[src/rtl/fp_mult_pipe_if.sv]
// Operand/result handshake bundle for fp_mult_pipe.
// master drives operands and result acceptance; slave is the multiplier.
interface fp_mult_pipe_if #(
  parameter int unsigned EXP_W = 8,
  parameter int unsigned MAN_W = 23
);
  localparam int unsigned DATA_WIDTH = 1 + EXP_W + MAN_W;

  logic                  in_valid;
  logic                  in_ready;
  logic [DATA_WIDTH-1:0] data_1;
  logic [DATA_WIDTH-1:0] data_2;
  logic                  out_valid;
  logic                  out_ready;
  logic [DATA_WIDTH-1:0] data_prod;
  logic [3:0]            flags;

  modport master (
    output in_valid, data_1, data_2, out_ready,
    input  in_ready, out_valid, data_prod, flags
  );

  modport slave (
    input  in_valid, data_1, data_2, out_ready,
    output in_ready, out_valid, data_prod, flags
  );
endinterface

[src/rtl/fp_mult_pipe.sv]
// Three-stage pipelined floating-point multiplier: unpack, multiply, normalize/round/pack.
// Round-to-nearest-even, subnormals flushed to zero on input and output, global stall.
// flags = {invalid, overflow, underflow, inexact}, aligned with data_prod.
module fp_mult_pipe #(
  parameter int unsigned EXP_W = 8,
  parameter int unsigned MAN_W = 23
) (
  input  logic          clk,
  input  logic          rst,
  fp_mult_pipe_if.slave bus
);
  localparam int unsigned DATA_WIDTH = 1 + EXP_W + MAN_W;
  localparam int unsigned SIG_W      = MAN_W + 1;
  localparam int unsigned PROD_W     = 2 * SIG_W;
  localparam int unsigned XW         = EXP_W + 2;
  localparam int          BIAS_I     = (1 << (EXP_W - 1)) - 1;
  localparam int          EXP_MAX_I  = (1 << EXP_W) - 1;
  localparam logic signed [XW-1:0] BIAS     = XW'(BIAS_I);
  localparam logic signed [XW-1:0] EXP_MAX  = XW'(EXP_MAX_I);
  localparam logic signed [XW-1:0] EXP_ZERO = '0;

  // Global advance: every stage moves together unless the output is blocked.
  logic adv;
  assign adv          = !bus.out_valid || bus.out_ready;
  assign bus.in_ready = adv;

  // ---------------- Stage 1 inputs (combinational unpack) ----------------
  logic [EXP_W-1:0]     ea, eb;
  logic [MAN_W-1:0]     ma, mb;
  logic [1:0]           cls_zero, cls_inf, cls_nan, cls_snan;
  logic signed [XW-1:0] exp_sum;

  // Classify operands; index 1 is operand A, index 0 is operand B.
  always_comb begin
    ea          = bus.data_1[DATA_WIDTH-2 -: EXP_W];
    eb          = bus.data_2[DATA_WIDTH-2 -: EXP_W];
    ma          = bus.data_1[MAN_W-1:0];
    mb          = bus.data_2[MAN_W-1:0];
    cls_zero    = {ea == '0, eb == '0};
    cls_inf     = {(&ea) && (ma == '0), (&eb) && (mb == '0)};
    cls_nan     = {(&ea) && (ma != '0), (&eb) && (mb != '0)};
    cls_snan    = {cls_nan[1] && !ma[MAN_W-1], cls_nan[0] && !mb[MAN_W-1]};
    exp_sum     = XW'(ea) + XW'(eb) - BIAS;
  end

  // ---------------- Stage 1 registers ----------------
  logic                 s1_valid_q;
  logic                 s1_sign_q;
  logic [1:0]           s1_zero_q, s1_inf_q, s1_nan_q, s1_snan_q;
  logic [SIG_W-1:0]     s1_sig_a_q, s1_sig_b_q;
  logic signed [XW-1:0] s1_exp_q;

  // Stage 1 valid bit.
  always_ff @(posedge clk) begin
    if (rst) begin
      s1_valid_q <= 1'b0;
    end else if (adv) begin
      s1_valid_q <= bus.in_valid;
    end
  end

  // Stage 1 payload: sign, operand classes, significands with hidden bit, biased exponent.
  always_ff @(posedge clk) begin
    if (adv && bus.in_valid) begin
      s1_sign_q  <= bus.data_1[DATA_WIDTH-1] ^ bus.data_2[DATA_WIDTH-1];
      s1_zero_q  <= cls_zero;
      s1_inf_q   <= cls_inf;
      s1_nan_q   <= cls_nan;
      s1_snan_q  <= cls_snan;
      s1_sig_a_q <= {1'b1, ma};
      s1_sig_b_q <= {1'b1, mb};
      s1_exp_q   <= exp_sum;
    end
  end

  // ---------------- Stage 2 registers ----------------
  logic                 s2_valid_q;
  logic                 s2_sign_q;
  logic [1:0]           s2_zero_q, s2_inf_q, s2_nan_q, s2_snan_q;
  logic [PROD_W-1:0]    s2_prod_q;
  logic signed [XW-1:0] s2_exp_q;

  // Stage 2 valid bit.
  always_ff @(posedge clk) begin
    if (rst) begin
      s2_valid_q <= 1'b0;
    end else if (adv) begin
      s2_valid_q <= s1_valid_q;
    end
  end

  // Stage 2 payload: full unsigned significand product, classes forwarded.
  always_ff @(posedge clk) begin
    if (adv && s1_valid_q) begin
      s2_sign_q <= s1_sign_q;
      s2_zero_q <= s1_zero_q;
      s2_inf_q  <= s1_inf_q;
      s2_nan_q  <= s1_nan_q;
      s2_snan_q <= s1_snan_q;
      s2_prod_q <= PROD_W'(s1_sig_a_q) * PROD_W'(s1_sig_b_q);
      s2_exp_q  <= s1_exp_q;
    end
  end

  // ---------------- Stage 3 (combinational normalize/round/pack) ----------------
  logic                  top;
  logic [PROD_W-1:0]     norm;
  logic [MAN_W-1:0]      man, man_r;
  logic                  guard, sticky, round_up, carry;
  logic signed [XW-1:0]  exp_f;
  logic                  inf_zero, nan_res;
  logic [DATA_WIDTH-1:0] res;
  logic [3:0]            res_flags;

  // Normalize to [1,2), round to nearest even, then resolve specials and range.
  always_comb begin
    top    = s2_prod_q[PROD_W-1];
    norm   = top ? s2_prod_q : (s2_prod_q << 1);
    // norm layout: [2M+1] hidden, [2M:M+1] mantissa, [M] guard, [M-1:0] sticky bits.
    man    = norm[PROD_W-2 -: MAN_W];
    guard  = norm[MAN_W];
    sticky = |norm[MAN_W-1:0];
    round_up       = guard && (sticky || man[0]);
    {carry, man_r} = {1'b0, man} + {{MAN_W{1'b0}}, round_up};
    exp_f  = s2_exp_q + XW'(top) + XW'(carry);

    inf_zero = (s2_inf_q[1] && s2_zero_q[0]) || (s2_zero_q[1] && s2_inf_q[0]);
    nan_res  = (|s2_nan_q) || inf_zero;

    res       = '0;
    res_flags = '0;
    if (nan_res) begin
      res          = {1'b0, {EXP_W{1'b1}}, 1'b1, {(MAN_W-1){1'b0}}};
      res_flags[3] = inf_zero || (|s2_snan_q);
    end else if (|s2_inf_q) begin
      res = {s2_sign_q, {EXP_W{1'b1}}, {MAN_W{1'b0}}};
    end else if (|s2_zero_q) begin
      res = {s2_sign_q, {(EXP_W+MAN_W){1'b0}}};
    end else if (exp_f >= EXP_MAX) begin
      res       = {s2_sign_q, {EXP_W{1'b1}}, {MAN_W{1'b0}}};
      res_flags = 4'b0101;
    end else if (exp_f <= EXP_ZERO) begin
      res       = {s2_sign_q, {(EXP_W+MAN_W){1'b0}}};
      res_flags = 4'b0011;
    end else begin
      res       = {s2_sign_q, exp_f[EXP_W-1:0], man_r};
      res_flags = {3'b000, guard || sticky};
    end
  end

  // ---------------- Stage 3 / output registers ----------------
  logic                  out_valid_q;
  logic [DATA_WIDTH-1:0] data_prod_q;
  logic [3:0]            flags_q;

  // Output register; result fields only change when a new result lands.
  always_ff @(posedge clk) begin
    if (rst) begin
      out_valid_q <= 1'b0;
      data_prod_q <= '0;
      flags_q     <= '0;
    end else if (adv) begin
      out_valid_q <= s2_valid_q;
      if (s2_valid_q) begin
        data_prod_q <= res;
        flags_q     <= res_flags;
      end
    end
  end

  assign bus.out_valid = out_valid_q;
  assign bus.data_prod = data_prod_q;
  assign bus.flags     = flags_q;
endmodule

[src/flat_wrapper.sv]
// flat-port wrapper written by rule: the top's interface ports become plain ports
module fp_mult_pipe_flat 
#(
  parameter int unsigned EXP_W = 8,
  parameter int unsigned MAN_W = 23
)
  (clk, rst, bus_in_valid, bus_data_1, bus_data_2, bus_out_ready, bus_in_ready, bus_out_valid, bus_data_prod, bus_flags);
  fp_mult_pipe_if #(.EXP_W(EXP_W), .MAN_W(MAN_W)) bus_i ();
  input  logic clk;
  input  logic rst;
  input wire logic [$bits(bus_i.in_valid)-1:0] bus_in_valid;
  input wire logic [$bits(bus_i.data_1)-1:0] bus_data_1;
  input wire logic [$bits(bus_i.data_2)-1:0] bus_data_2;
  input wire logic [$bits(bus_i.out_ready)-1:0] bus_out_ready;
  output wire logic [$bits(bus_i.in_ready)-1:0] bus_in_ready;
  output wire logic [$bits(bus_i.out_valid)-1:0] bus_out_valid;
  output wire logic [$bits(bus_i.data_prod)-1:0] bus_data_prod;
  output wire logic [$bits(bus_i.flags)-1:0] bus_flags;
  assign bus_i.in_valid = bus_in_valid;
  assign bus_i.data_1 = bus_data_1;
  assign bus_i.data_2 = bus_data_2;
  assign bus_i.out_ready = bus_out_ready;
  assign bus_in_ready = bus_i.in_ready;
  assign bus_out_valid = bus_i.out_valid;
  assign bus_data_prod = bus_i.data_prod;
  assign bus_flags = bus_i.flags;
  fp_mult_pipe #(.EXP_W(EXP_W), .MAN_W(MAN_W)) u_core (.clk(clk), .rst(rst), .bus(bus_i));
endmodule
[config.mk]
export PLATFORM = sky130hd
export DESIGN_NAME = fp_mult_pipe_flat
export DESIGN_NICKNAME = d
export VERILOG_FILES = /design/src/rtl/fp_mult_pipe_if.sv /design/src/rtl/fp_mult_pipe.sv /design/src/flat_wrapper.sv
export SDC_FILE = /design/constraint.sdc
export NUM_CORES = 2
export LEC_CHECK = 0
export CAP_MARGIN = 20
export CELL_PAD_IN_SITES_DETAIL_PLACEMENT = 1
export CELL_PAD_IN_SITES_GLOBAL_PLACEMENT = 2
export CORE_MARGIN = 2
export CORE_UTILIZATION = 41
export DETAILED_ROUTE_END_ITERATION = 7
export HOLD_SLACK_MARGIN = 0.08
export PLACE_DENSITY = 0.85
export SLEW_MARGIN = 0
export SYNTH_ARGS = -nofsm -noshare
export SYNTH_HDL_FRONTEND = slang
export SYNTH_SLANG_ARGS = --single-unit
[constraint.sdc]
create_clock -name clk -period 8.8 [get_ports clk]
set_input_delay 2.2 -clock clk [delete_from_list [all_inputs] [get_ports clk]]
set_output_delay 2.2 -clock clk [all_outputs]
set_load 0.01 [all_outputs]
==> impl_metrics.py <==
metrics = {
    "synthesis": {
        "syn_avg_cell_area_um2": 9.62,
        "synth_xor_area_share_pct": 3.07,
        "synth-simple-area-share_pct": 15.7,
        "syn-cell-area_mm2": 0.0262,
        "synth_compound_area_share_pct": 6.35,
        "synth_mux_area_share_pct": 0.577,
        "async_flop_share_pct": 0,
        "synth_top_family_by_area": "adder cells",
        "yosys-top-cells-area": "fa_1 (37%), edfxtp_1 (15%), ha_1 (8.8%)",
        "synth-seq-cells": 171,
        "ys.warnings.count": 0,
        "synth_adder_area_share_pct": 45.8,
        "synthCells": 2726,
        "synth_top_area_cell": "fa_1",
        "synthFlopType": "edfxtp_1",
        "yosysSeqAreaShare_pct": 18.1,
        "synth-edff-count": 132,
        "syn_nets": 3463,
        "synth_cell_types": 79,
        "synth.top_cell.area_share_pct": 37.0,
    },
    "finish": {
        "layout.area.seq_mm2": 0.00474,
        "layout_commonest_cell": "inv_1",
        "mostFrequentLayoutCells": "inv_1 (582), fa_1 (484), nand2_1 (339)",
        "fin_nets": 3513,
        "area_growth_pct": 10.2,
        "fillers": 7153,
        "multi_input_area_mm2": 0.0188,
        "drive_gt1_share_pct": 4.02,
        "fin_cells": 3635,
        "n_antenna_cell": 0,
    },
    "worst_setup_path": {
        "crit_chain": "clkinv_1, fa_1, inv_1, fa_1, inv_1, fa_1, fa_1, inv_1, fa_1, fa_1, inv_1, fa_1, inv_1, ha_1, a21o_1, a21o_1, a21oi_1, o311ai_0, a31oi_4, o2111ai_2, nand2_1, o311ai_1",
        "slowest_stage": "edfxtp_1",
        "path_common_cell": "fa_1",
        "endpoint_kind": "register",
        "required_ns": 9.10,
        "crit_fanout": 17,
        "max_stage_delay_ns": 0.85,
        "worst-setup-path-type": "register to register",
        "crit_arrival_ns": 8.21,
        "startpoint_type": "register",
    },
    "detailed_routing": {
        "drt-vias-per-instance": 5.31,
        "dr_total_vias": 19300,
        "dr.pass1.iters": 5,
        "wl_per_cell_um": 22.6,
        "ant_nets": 0,
        "wl_mm": 82.0,
        "drt_iter0_drc": 1027,
        "route.detailed.drc": 0,
    },
    "grt": {
        "grt_usage_pct": 25.6,
        "busiest_layer": "met2",
        "use_met1_pct": 32.8,
        "grt_pass1_vias": 22000,
        "grt_pass1_wl_mm": 127,
        "grt_util_met3_pct": 3.77,
        "overflow": 0,
        "grt_max_degree": 69,
        "antenna_found_initial": 3,
        "met2_usage_pct": 44.5,
    },
    "clocking": {
        "clock_path_buffers": 2,
        "ctsHoldBuffers": 0,
        "clock-sinks": 171,
        "cts_max_level": 4,
        "cts_setup_buffers": 0,
        "cts_resized": 0,
        "path_clk_slew_ns": 0.08,
        "clkLatencyLatePin_ns": 0.50,
        "cts_tree": "done",
        "cts_made_buffers": 17,
        "cts-root-buf": "clkbuf_16",
    },
    "placed_design": {
        "port_buffers": 105,
        "post-dp-hpwl_mm": 65.5,
        "dp_cells": 3601,
        "gp_congestion": 0.901,
        "pre_cts_ws_ns": 0.928,
    },
    "timing": {
        "slew_viol_final": 0,
        "relSlewSlack_pct": 24.4,
        "hold_violations": 0,
        "worstMarginPinSlew_ns": 1.13,
        "rsz0062_at_grt": "false",
        "fin_crit_ns": 7.91,
        "fin_crit_sh_pct": 89.9,
        "skew_ns": 0.0211,
        "finalSetupViolCount": 0,
        "tns_ns": 0,
        "setup_ws_ns": 0.890,
        "timing.fmax_mhz": 126,
    },
    "status": {
        "status": "finished clean",
    },
    "floorplanning": {
        "dieArea_mm2": 0.0660,
        "io_pins": 106,
        "start_util_pct": 41.5,
        "coreArea_mm2": 0.0632,
        "rows": 92,
        "die_w_um": 257,
        "fp.dieH_um": 257,
    },
    "flow_run": {
        "cap_viol_max_count": 0,
    },
    "worst_hold_path": {
        "hold_path_class": "register to register",
    },
}
[synthesized netlist by cell type (4+ instances only)]
cell type / number
inv_1: 582
mux2i_1: 14
nand4_1: 22
and2_1: 249
edfxtp_1: 132
nand2b_1: 10
or4_1: 7
o211ai_1: 6
a21oi_1: 64
o211ai_2: 4
clkbuf_1: 98
buf_1: 4
and4_1: 4
o21bai_1: 9
ha_1: 185
dfxtp_1: 39
nand3_1: 27
o21ai_1: 5
buf_2: 10
o21ai_0: 33
o211a_1: 4
fa_1: 484
xor2_1: 36
o21a_1: 4
xnor2_1: 56
nor2_1: 102
a21oi_2: 5
a22oi_1: 18
nand2_1: 339
nor2b_1: 6
a21o_1: 35
nor4_1: 21
and3_1: 13
a211oi_1: 15
nor3_1: 18
buf_6: 5
[registers in the layout (all words and copies together) (netlist names), 4 cells and up]
register and cells:
u_core.bus.data_prod 32, u_core.s1_exp_q 10, u_core.s2_exp_q 10, u_core.s1_sig_b_q 23, u_core.bus.flags 4, u_core.s1_sig_a_q 23, u_core.s2_prod_q 48
[critical path: cells and delay by family (launching register included)]
kind	cells	cell delay [ns]
buf+inv	6	0.87
compound gates	7	1.70
flops	1	0.85
simple gates	1	0.14
fa+ha+maj	8	4.16
[layout make-up]
cell class / count / share of cell area (%)
Inverter: 585 / 7.60
Multi-Input combinational cell: 1848 / 64.9
Timing Repair Buffer: 153 / 5.16
Clock buffer: 17 / 1.47
Sequential cell: 171 / 16.4
Clock inverter: 15 / 0.736
Tap cell: 846 / 3.66
[per-stage QoR]
stage	instance area [µm²]	util [%]	hold WS [ns]
4_1_cts	28800	45.6	0.419
3_3_place_gp	28100	44.5	0.408
2_1_floorplan	26200	-	0.400
6_report	28900	45.7	0.417
5_1_grt	28900	45.7	0.421
3_5_place_dp	28200	44.6	0.405
[routing by layer]
layer	share of wire (%)	up-vias
li1	-	8475
met1	42	10200
met2	50	474
met3	4.7	144
met4	3.2	2
met5	0.0098	-
[worst paths after layout]
| check | start | endpoint | slack, ns | depth (start not counted) |
|---|---|---|---|---|
| worst max register to register | u_core.s1_sig_b_q[0] | u_core.s2_prod_q[46] | 0.89 | 22 |
| worst min-delay path | u_core.s1_inf_q[0] | u_core.s2_inf_q[0] | 0.42 | 0 |
| worst min register to register | u_core.s1_inf_q[0] | u_core.s2_inf_q[0] | 0.42 | 0 |
| worst max-delay path | u_core.s1_sig_b_q[0] | u_core.s2_prod_q[46] | 0.89 | 22 |
[kinds of logic (layout without fill, tap and decap cells)]
family / after synthesis / in the layout
muxes: 15 / 15
AOI/OAI and AO/OA: 238 / 238
buffers and inverters: 707 / 770
DFF: 171 / 171
and+or+nand+nor: 834 / 834
adders and majority gates: 669 / 669
xor gates and xnor gates: 92 / 92
Power is not shown: default switching activity piles up to over one toggle a cycle in this logic, so the estimate is an artifact.
